**config.mk**
```make
export PLATFORM = sky130hd
export DESIGN_NAME = io_regs_flat
export DESIGN_NICKNAME = d
export VERILOG_FILES = /design/src/rtl/io_regs_if.sv /design/src/rtl/io_regs.sv /design/src/flat_wrapper.sv
export SDC_FILE = /design/constraint.sdc
export NUM_CORES = 1
export LEC_CHECK = 0
export ABC_AREA = 1
export CAP_MARGIN = 20
export CORE_ASPECT_RATIO = 1.75
export CORE_MARGIN = 1.5
export CORE_UTILIZATION = 48
export CTS_CLUSTER_DIAMETER = 50
export CTS_CLUSTER_SIZE = 30
export DETAILED_ROUTE_END_ITERATION = 10
export PLACE_DENSITY = 0.86
export SKIP_CTS_REPAIR_TIMING = 1
export SLEW_MARGIN = 25
export SYNTH_ARGS = -nofsm -noshare
export SYNTH_HDL_FRONTEND = slang
export SYNTH_SLANG_ARGS = --single-unit
```
**constraint.sdc**
```tcl
create_clock -name clk -period 2.2 [get_ports clk]
set_clock_uncertainty 0.2 [all_clocks]
set_input_delay 0.22 -clock clk [delete_from_list [all_inputs] [get_ports clk]]
set_output_delay 0.22 -clock clk [all_outputs]
set_load 0.01 [all_outputs]
```
**src/rtl/io_regs_if.sv**
```systemverilog
// io_regs_if: CPU data-bus request channel for the io_regs block.
//
// Handshake: the master raises start_request with is_write, target_address
// and write_value stable, and holds all of them until it sees request_done.
// The slave performs the access exactly once, on the first cycle it samples
// start_request high, then holds request_done and fetched_value until
// start_request falls. request_done drops the cycle after that, and a new
// request may be raised the cycle after request_done has dropped.
// dbg_state mirrors the slave's request FSM state (0 = IDLE, 1 = DONE).
`timescale 1ns/1ps
interface io_regs_if;
  logic        start_request;
  logic        is_write;
  logic [7:0]  target_address;
  logic [31:0] write_value;
  logic [31:0] fetched_value;
  logic        request_done;
  logic        dbg_state;

  modport master (
    output start_request, is_write, target_address, write_value,
    input  fetched_value, request_done, dbg_state
  );

  modport slave (
    input  start_request, is_write, target_address, write_value,
    output fetched_value, request_done, dbg_state
  );
endinterface

```
**src/rtl/io_regs.sv**
```systemverilog
// io_regs: memory-mapped GPIO / UART front-end / timer register block.
// Optional interrupt logic (IRQ_EN / IRQ_PEND registers and the irq output)
// is compiled in when the macro IO_REGS_IRQ_EN is defined; otherwise irq is 0.
`timescale 1ns/1ps
module io_regs #(
  parameter int OUT_WIDTH     = 4,
  parameter int IN_WIDTH      = 5,
  parameter int IO_WIDTH      = 7,
  parameter int RX_FIFO_DEPTH = 4,
  parameter int TIMER_WIDTH   = 24
) (
  input  logic                 clk,
  input  logic                 rst,
  io_regs_if.slave             bus,
  output logic [OUT_WIDTH-1:0] outputs,
  input  logic [IN_WIDTH-1:0]  inputs,
  output logic [IO_WIDTH-1:0]  io_direction,
  output logic [IO_WIDTH-1:0]  io_outputs,
  input  logic [IO_WIDTH-1:0]  io_inputs,
  output logic [7:0]           uart_tx_byte,
  output logic                 uart_start_tx,
  input  logic                 uart_tx_done,
  input  logic                 uart_rx_valid,
  input  logic [7:0]           uart_rx_byte,
  output logic [11:0]          uart_counter_end,
  output logic                 irq
);

  localparam int PW = $clog2(RX_FIFO_DEPTH);
  localparam int CW = PW + 1;

  localparam logic [0:0] ST_IDLE = 1'b0;
  localparam logic [0:0] ST_DONE = 1'b1;

  logic [0:0]  state_q, state_d;
  logic        accept, wr_en, rd_en;
  logic [7:0]  addr;
  logic [31:0] wv;
  logic [31:0] rdata;
  logic [31:0] fetched_q;

  logic [OUT_WIDTH-1:0] out_q;
  logic [IO_WIDTH-1:0]  io_dir_q, io_out_q;
  logic [IN_WIDTH-1:0]  in_s1_q, in_s2_q;
  logic [IO_WIDTH-1:0]  io_s1_q, io_s2_q;

  logic [7:0]  tx_byte_q;
  logic        start_tx_q;
  logic [11:0] baud_q;

  logic [7:0]  fifo_mem [RX_FIFO_DEPTH];
  logic [PW-1:0] rd_ptr_q, wr_ptr_q;
  logic [CW-1:0] count_q;
  logic        ovf_q;
  logic        fifo_empty, fifo_full, pop, flush, push_ok;
  logic [7:0]  fifo_head;

  logic [TIMER_WIDTH-1:0] timer_q, cmp_q;
  logic        tmr_en_q;

  logic [2:0]  irq_en_rd, irq_pend_rd;
  logic        unused_bits;

  // A request is accepted only from IDLE, so a held start_request causes one access.
  assign accept = (state_q == ST_IDLE) && bus.start_request;
  assign wr_en  = accept && bus.is_write;
  assign rd_en  = accept && !bus.is_write;
  assign addr   = bus.target_address;
  assign wv     = bus.write_value;
  assign unused_bits = ^wv;

  // Request FSM next state: IDLE -> DONE on accept, DONE -> IDLE once start_request drops.
  always_comb begin
    state_d = state_q;
    case (state_q)
      ST_IDLE: if (bus.start_request) state_d = ST_DONE;
      ST_DONE: if (!bus.start_request) state_d = ST_IDLE;
      default: state_d = ST_IDLE;
    endcase
  end

  // Request FSM state and the registered read data.
  always_ff @(posedge clk) begin
    if (rst) begin
      state_q   <= ST_IDLE;
      fetched_q <= '0;
    end else begin
      state_q <= state_d;
      if (accept) fetched_q <= bus.is_write ? 32'h0 : rdata;
    end
  end

  assign bus.request_done  = (state_q == ST_DONE);
  assign bus.fetched_value = fetched_q;
  assign bus.dbg_state     = state_q;

  // Two-flop synchronisers for the asynchronous input pins.
  always_ff @(posedge clk) begin
    if (rst) begin
      in_s1_q <= '0;
      in_s2_q <= '0;
      io_s1_q <= '0;
      io_s2_q <= '0;
    end else begin
      in_s1_q <= inputs;
      in_s2_q <= in_s1_q;
      io_s1_q <= io_inputs;
      io_s2_q <= io_s1_q;
    end
  end

  // GPIO registers; IO_OUT bits can only be set where the pin is an output.
  always_ff @(posedge clk) begin
    if (rst) begin
      out_q    <= '0;
      io_dir_q <= '0;
      io_out_q <= '0;
    end else if (wr_en) begin
      case (addr)
        8'h00: out_q    <= wv[OUT_WIDTH-1:0];
        8'h02: io_dir_q <= wv[IO_WIDTH-1:0];
        8'h04: io_out_q <= wv[IO_WIDTH-1:0] & io_dir_q;
        8'h05: io_out_q <= io_out_q | (wv[IO_WIDTH-1:0] & io_dir_q);
        8'h06: io_out_q <= io_out_q & ~wv[IO_WIDTH-1:0];
        default: ;
      endcase
    end
  end

  assign outputs      = out_q;
  assign io_direction = io_dir_q;
  assign io_outputs   = io_out_q;

  // UART transmit side: byte, baud divider and the start level held until tx_done.
  always_ff @(posedge clk) begin
    if (rst) begin
      tx_byte_q  <= '0;
      start_tx_q <= 1'b0;
      baud_q     <= 12'd1250;
    end else begin
      if (wr_en && addr == 8'h14) tx_byte_q <= wv[7:0];
      if (wr_en && addr == 8'h16) baud_q    <= wv[11:0];
      if (start_tx_q) begin
        if (uart_tx_done) start_tx_q <= 1'b0;
      end else if (wr_en && addr == 8'h10 && wv[0]) begin
        start_tx_q <= 1'b1;
      end
    end
  end

  assign uart_tx_byte     = tx_byte_q;
  assign uart_start_tx    = start_tx_q;
  assign uart_counter_end = baud_q;

  // Receive FIFO control. A pop in the same cycle frees the slot for a push;
  // a flush overrides everything, including a same-cycle push.
  assign fifo_empty = (count_q == '0);
  assign fifo_full  = (count_q == CW'(RX_FIFO_DEPTH));
  assign pop        = rd_en && addr == 8'h15 && !fifo_empty;
  assign flush      = wr_en && addr == 8'h10 && wv[1];
  assign push_ok    = uart_rx_valid && (!fifo_full || pop);
  assign fifo_head  = fifo_empty ? 8'h00 : fifo_mem[rd_ptr_q];

  // FIFO storage, written only for accepted pushes.
  always_ff @(posedge clk) begin
    if (push_ok && !flush) fifo_mem[wr_ptr_q] <= uart_rx_byte;
  end

  // FIFO pointers, occupancy and sticky overflow.
  always_ff @(posedge clk) begin
    if (rst || flush) begin
      rd_ptr_q <= '0;
      wr_ptr_q <= '0;
      count_q  <= '0;
      ovf_q    <= 1'b0;
    end else begin
      if (push_ok) wr_ptr_q <= wr_ptr_q + 1'b1;
      if (pop)     rd_ptr_q <= rd_ptr_q + 1'b1;
      if (push_ok && !pop)      count_q <= count_q + 1'b1;
      else if (!push_ok && pop) count_q <= count_q - 1'b1;
      if (uart_rx_valid && !push_ok) ovf_q <= 1'b1;
    end
  end

  // Free-running timer; a clear write beats the increment.
  always_ff @(posedge clk) begin
    if (rst) begin
      timer_q  <= '0;
      cmp_q    <= '0;
      tmr_en_q <= 1'b0;
    end else begin
      if (wr_en && addr == 8'h24) cmp_q <= wv[TIMER_WIDTH-1:0];
      if (wr_en && addr == 8'h28) tmr_en_q <= wv[0];
      if (wr_en && addr == 8'h28 && wv[1]) timer_q <= '0;
      else if (tmr_en_q)                   timer_q <= timer_q + 1'b1;
    end
  end

`ifdef IO_REGS_IRQ_EN
  logic [2:0]          irq_en_q;
  logic                pend_match_q, pend_edge_q, irq_q;
  logic [IO_WIDTH-1:0] io_in_prev_q, io_in_cur;
  logic                io_rise, tmr_match, pend_wr;
  logic [2:0]          pend;

  assign io_in_cur = io_s2_q & ~io_dir_q;
  assign io_rise   = |(io_in_cur & ~io_in_prev_q);
  assign tmr_match = tmr_en_q && (timer_q == cmp_q);
  assign pend_wr   = wr_en && addr == 8'h2D;
  assign pend      = {pend_edge_q, pend_match_q, !fifo_empty};

  // Pending flags: sticky sources with write-1-to-clear, where a new event wins.
  always_ff @(posedge clk) begin
    if (rst) begin
      irq_en_q     <= '0;
      pend_match_q <= 1'b0;
      pend_edge_q  <= 1'b0;
      io_in_prev_q <= '0;
      irq_q        <= 1'b0;
    end else begin
      io_in_prev_q <= io_in_cur;
      if (wr_en && addr == 8'h2C) irq_en_q <= wv[2:0];
      pend_match_q <= tmr_match | (pend_match_q & ~(pend_wr & wv[1]));
      pend_edge_q  <= io_rise   | (pend_edge_q  & ~(pend_wr & wv[2]));
      irq_q        <= |(pend & irq_en_q);
    end
  end

  assign irq         = irq_q;
  assign irq_en_rd   = irq_en_q;
  assign irq_pend_rd = pend;
`else
  assign irq         = 1'b0;
  assign irq_en_rd   = 3'b000;
  assign irq_pend_rd = 3'b000;
`endif

  // Read data mux; unlisted offsets read 0.
  always_comb begin
    rdata = '0;
    case (addr)
      8'h00: rdata[OUT_WIDTH-1:0]   = out_q;
      8'h01: rdata[IN_WIDTH-1:0]    = in_s2_q;
      8'h02: rdata[IO_WIDTH-1:0]    = io_dir_q;
      8'h03: rdata[IO_WIDTH-1:0]    = io_s2_q & ~io_dir_q;
      8'h04: rdata[IO_WIDTH-1:0]    = io_out_q;
      8'h11: rdata[3:0]             = {ovf_q, fifo_full, !fifo_empty, start_tx_q};
      8'h14: rdata[7:0]             = tx_byte_q;
      8'h15: rdata[7:0]             = fifo_head;
      8'h16: rdata[11:0]            = baud_q;
      8'h18: rdata[CW-1:0]          = count_q;
      8'h20: rdata[TIMER_WIDTH-1:0] = timer_q;
      8'h24: rdata[TIMER_WIDTH-1:0] = cmp_q;
      8'h28: rdata[0]               = tmr_en_q;
      8'h2C: rdata[2:0]             = irq_en_rd;
      8'h2D: rdata[2:0]             = irq_pend_rd;
      default: ;
    endcase
  end

endmodule

```
**src/flat_wrapper.sv**
```systemverilog
// flat-port wrapper written by rule: the top's interface ports become plain ports
module io_regs_flat 
#(
  parameter int OUT_WIDTH     = 4,
  parameter int IN_WIDTH      = 5,
  parameter int IO_WIDTH      = 7,
  parameter int RX_FIFO_DEPTH = 4,
  parameter int TIMER_WIDTH   = 24
)
  (clk, rst, outputs, inputs, io_direction, io_outputs, io_inputs, uart_tx_byte, uart_start_tx, uart_tx_done, uart_rx_valid, uart_rx_byte, uart_counter_end, irq, bus_start_request, bus_is_write, bus_target_address, bus_write_value, bus_fetched_value, bus_request_done, bus_dbg_state);
  io_regs_if bus_i ();
  input  logic clk;
  input  logic rst;
  output logic [OUT_WIDTH-1:0] outputs;
  input  logic [IN_WIDTH-1:0] inputs;
  output logic [IO_WIDTH-1:0] io_direction;
  output logic [IO_WIDTH-1:0] io_outputs;
  input  logic [IO_WIDTH-1:0] io_inputs;
  output logic [7:0] uart_tx_byte;
  output logic uart_start_tx;
  input  logic uart_tx_done;
  input  logic uart_rx_valid;
  input  logic [7:0] uart_rx_byte;
  output logic [11:0] uart_counter_end;
  output logic irq;
  input wire logic [$bits(bus_i.start_request)-1:0] bus_start_request;
  input wire logic [$bits(bus_i.is_write)-1:0] bus_is_write;
  input wire logic [$bits(bus_i.target_address)-1:0] bus_target_address;
  input wire logic [$bits(bus_i.write_value)-1:0] bus_write_value;
  output wire logic [$bits(bus_i.fetched_value)-1:0] bus_fetched_value;
  output wire logic [$bits(bus_i.request_done)-1:0] bus_request_done;
  output wire logic [$bits(bus_i.dbg_state)-1:0] bus_dbg_state;
  assign bus_i.start_request = bus_start_request;
  assign bus_i.is_write = bus_is_write;
  assign bus_i.target_address = bus_target_address;
  assign bus_i.write_value = bus_write_value;
  assign bus_fetched_value = bus_i.fetched_value;
  assign bus_request_done = bus_i.request_done;
  assign bus_dbg_state = bus_i.dbg_state;
  io_regs #(.OUT_WIDTH(OUT_WIDTH), .IN_WIDTH(IN_WIDTH), .IO_WIDTH(IO_WIDTH), .RX_FIFO_DEPTH(RX_FIFO_DEPTH), .TIMER_WIDTH(TIMER_WIDTH)) u_core (.clk(clk), .rst(rst), .bus(bus_i), .outputs(outputs), .inputs(inputs), .io_direction(io_direction), .io_outputs(io_outputs), .io_inputs(io_inputs), .uart_tx_byte(uart_tx_byte), .uart_start_tx(uart_start_tx), .uart_tx_done(uart_tx_done), .uart_rx_valid(uart_rx_valid), .uart_rx_byte(uart_rx_byte), .uart_counter_end(uart_counter_end), .irq(irq));
endmodule
```
==> results.json <==
{
  "outcome": "finished, violations left",
  "violations": "setup timing",
  "maxCapViolations": 0,
  "die_area_sq_um": 17600,
  "p_leak_nw": 4.43,
  "report.final.slew_viol_count": 0,
  "clockRootBuffer": "clkbuf_16",
  "max-clock-path-buffers": 2,
  "rows": 62,
  "postSynthCellCount": 1063,
  "numCtsBuffers": 17,
  "multi_input_area_sq_um": 3460,
  "yosys.area.top_type": "dfxtp_1",
  "ys_types": 38,
  "fin_crit_ns": 2.21,
  "min_path_type": "input port to flip-flop",
  "antenna_found_initial": 0,
  "switching_share_pct": 25.9,
  "synth_edf_count": 32,
  "finalHoldViolations": 0,
  "drcViolationCount": 0,
  "grt_pass1_wl_um": 39300,
  "layout.cells.non_filler": 1505,
  "cpPeakStageDelay_ns": 0.43,
  "synthTopCellsByArea": "dfxtp_1, edfxtp_1, nand2_1",
  "io_buffers": 122,
  "regArea_sq_um": 3910,
  "synth_ff_type": "dfxtp_1",
  "dr.pass1.iters": 5,
  "cts_sinks": 179,
  "grt_max_degree": 48,
  "arrival_ns": 2.32,
  "rsz0062_at_grt": "yes",
  "p_comb_share_pct": 10.2,
  "h-tree-depth": 4,
  "critical_path_class": "flip-flop to flip-flop",
  "clock_latency_ns": 0.43,
  "path_cells": "nor2_4 > inv_2 > nor2_4 > buf_4 > buf_12 > nand2_2 > ha_4 > inv_2 > fa_2 > mux2i_1 > nor2_1",
  "final_layout_size_suffix_gt1_share_pct": 16.2,
  "routed_wl_um": 25100,
  "place_inst": 1463,
  "cts_tree": "yes",
  "drt.antenna.violating_nets": 0,
  "p_int_mw": 5.24,
  "wire_per_inst_um": 16.7,
  "grt.busiest_layer": "met2",
  "final_cell_area_sq_um": 10800,
  "hpwl_um": 18800,
  "post-route-period-util_pct": 100,
  "holdWs_ns": 0.0316,
  "areaGrowthSynthToFinish_pct": 33.8,
  "worst_pin_slew_ns": 0.507,
  "start_util_pct": 49.1,
  "power_frac_seq_pct": 49.2,
  "grt_pass1_vias": 7963,
  "max_slew_margin_pct": 66.2,
  "total_power_mw": 7.07,
  "path_max_fanout": 13,
  "grt.total_usage_pct": 29.1,
  "place.gp.congestion": 1.02,
  "n_antenna_cell": 0,
  "critPathLaunchType": "flip-flop",
  "slowest_stage": "fa_2",
  "vias": 8015,
  "use_met1_pct": 28.8,
  "utilization_pct": 65.6,
  "vias_per_cell": 5.33,
  "drt_iter0_drc": 568,
  "die_y_um": 175,
  "cp_data_required_time_ns": 2.31,
  "placed_area_sq_um": 10100,
  "ios": 140,
  "layout_setup_ws_ns": -0.00632,
  "synth.avg_cell_area_sq_um": 7.59,
  "power_per_cell_area_nw_per_um2": 655,
  "synth-seq-cells": 179,
  "n_fill_cell": 1375,
  "grt_util_met2_pct": 51.8,
  "die_w_um": 101,
  "clk_transition_reported_paths_ns": 0.07,
  "seq_area_frac_synth_pct": 48.4,
  "peakVddDrop_mv": 0.564,
  "setup_viol": 1,
  "ys_warn_count": 0,
  "synth_commonest_cells": "nand2_1, dfxtp_1, nor2_1, inv_1, a21oi_1",
  "async_flop_share_pct": 0,
  "synth_most_common_cell": "nand2_1",
  "netlist_area_sq_um": 8070,
  "gr-total-overflow": 0,
  "switchingPower_mw": 1.83,
  "synth_top_area_share_pct": 36.5,
  "fmaxAchievable_mhz": 453,
  "grt_use_met3_pct": 5.03,
  "coreArea_sq_um": 16400,
  "nets": 1341,
  "end_kind": "flip-flop",
  "clkPwrFrac_pct": 40.5
}
==> metal layers <==
| metal | wire [um] | vias to the layer above |
|---|---|---|
| met5 | 0 | - |
| met4 | 2190 | 0 |
| met3 | 1390 | 139 |
| met2 | 13000 | 377 |
| met1 | 8440 | 3671 |
| li1 | - | 3828 |
==> cells by family after synthesis <==
logic type                 share of synthesized area [%]
AOI/OAI and AO/OA                                   14.3
and+or+nand+nor                                     25.3
buffers and inverters                               9.57
adders and majority gates                           1.18
muxes                                              0.124
xor gates and xnor gates                            1.09
DFF                                                 48.4
other                                             0.0465
==> placed cells by master, fill, tap and decap left out, types with 14 or more instances in the layout <==
cell type,netlist,layout
clkdlybuf4s50_1,0,112
nand2_1,224,217
buf_4,15,96
o22ai_1,14,14
nand3_1,56,56
dfxtp_1,147,144
o21ai_0,86,85
a21oi_1,96,95
nor2_2,17,16
clkbuf_16,0,17
nand4_1,14,14
inv_2,14,16
nand2_2,14,21
edfxtp_1,32,32
nor2_1,123,123
inv_1,118,116
==> worst max-delay path: cells and delay by family, from the launching register on <==
| kind | cells | cell delay (ns) |
|---|---|---|
| multiplexers | 1 | 0.18 |
| adder cells (fa/ha/maj) | 2 | 0.59 |
| buffers and inverters | 4 | 0.39 |
| flip-flops | 1 | 0.36 |
| AND/OR/NAND/NOR | 4 | 0.38 |
==> area by class of cell <==
class	instances	share of cell area (%)
Tap cell	224	2.60
Multi-Input combinational cell	713	32.1
Sequential cell	179	36.2
Clock inverter	15	1.19
Clock buffer	17	3.94
Inverter	132	4.59
Timing Repair Buffer	225	19.4
==> state kept, by name, indices dropped and copies added (netlist names), named ones only <==
register                  cells
u_core.fifo_mem              32
u_core.outputs                4
u_core.io_direction           7
u_core.io_s2_q                7
u_core.uart_start_tx          1
u_core.tmr_en_q               1
u_core.in_s2_q                5
u_core.bus.fetched_value     24
u_core.bus.dbg_state          1
u_core.wr_ptr_q               2
u_core.uart_counter_end      12
u_core.cmp_q                 24
u_core.in_s1_q                5
u_core.uart_tx_byte           8
u_core.io_s1_q                7
u_core.timer_q               24
u_core.ovf_q                  1
u_core.count_q                3
u_core.io_outputs             7
u_core.rd_ptr_q               2
==> power by group through the flow <==
stage / clock network, mW / registers, mW / logic, mW
detailed placement: 0 / 3.55 / 0.675
finish: 2.87 / 3.48 / 0.724
CTS: 2.88 / 3.48 / 0.684
global route: 3.01 / 3.49 / 0.784
global placement: 0 / 3.55 / 0.650
floorplan: 0 / 3.55 / 0.321
==> through the flow <==
step                setup slack [ns]  setup TNS [ns]
floorplan                    -0.0926         -0.0926
global placement              -0.425           -6.62
detailed placement            -0.530          -12.45
CTS                          -0.0987          -0.176
global route                  -0.140          -0.183
finish                      -0.00632        -0.00632
==> final timing paths <==
check,from,endpoint,slack [ns],cells after the start
setup / recovery,u_core.bus.dbg_state,u_core.count_q[1],-0.006,11
hold / removal,rst,u_core.bus.fetched_value[17],0.03,2
hold reg to reg,u_core.io_s1_q[5],u_core.io_s2_q[5],0.20,2
setup reg to reg,u_core.bus.dbg_state,u_core.count_q[1],-0.006,11
No activity file was read; power rests on OpenSTA's default activity.
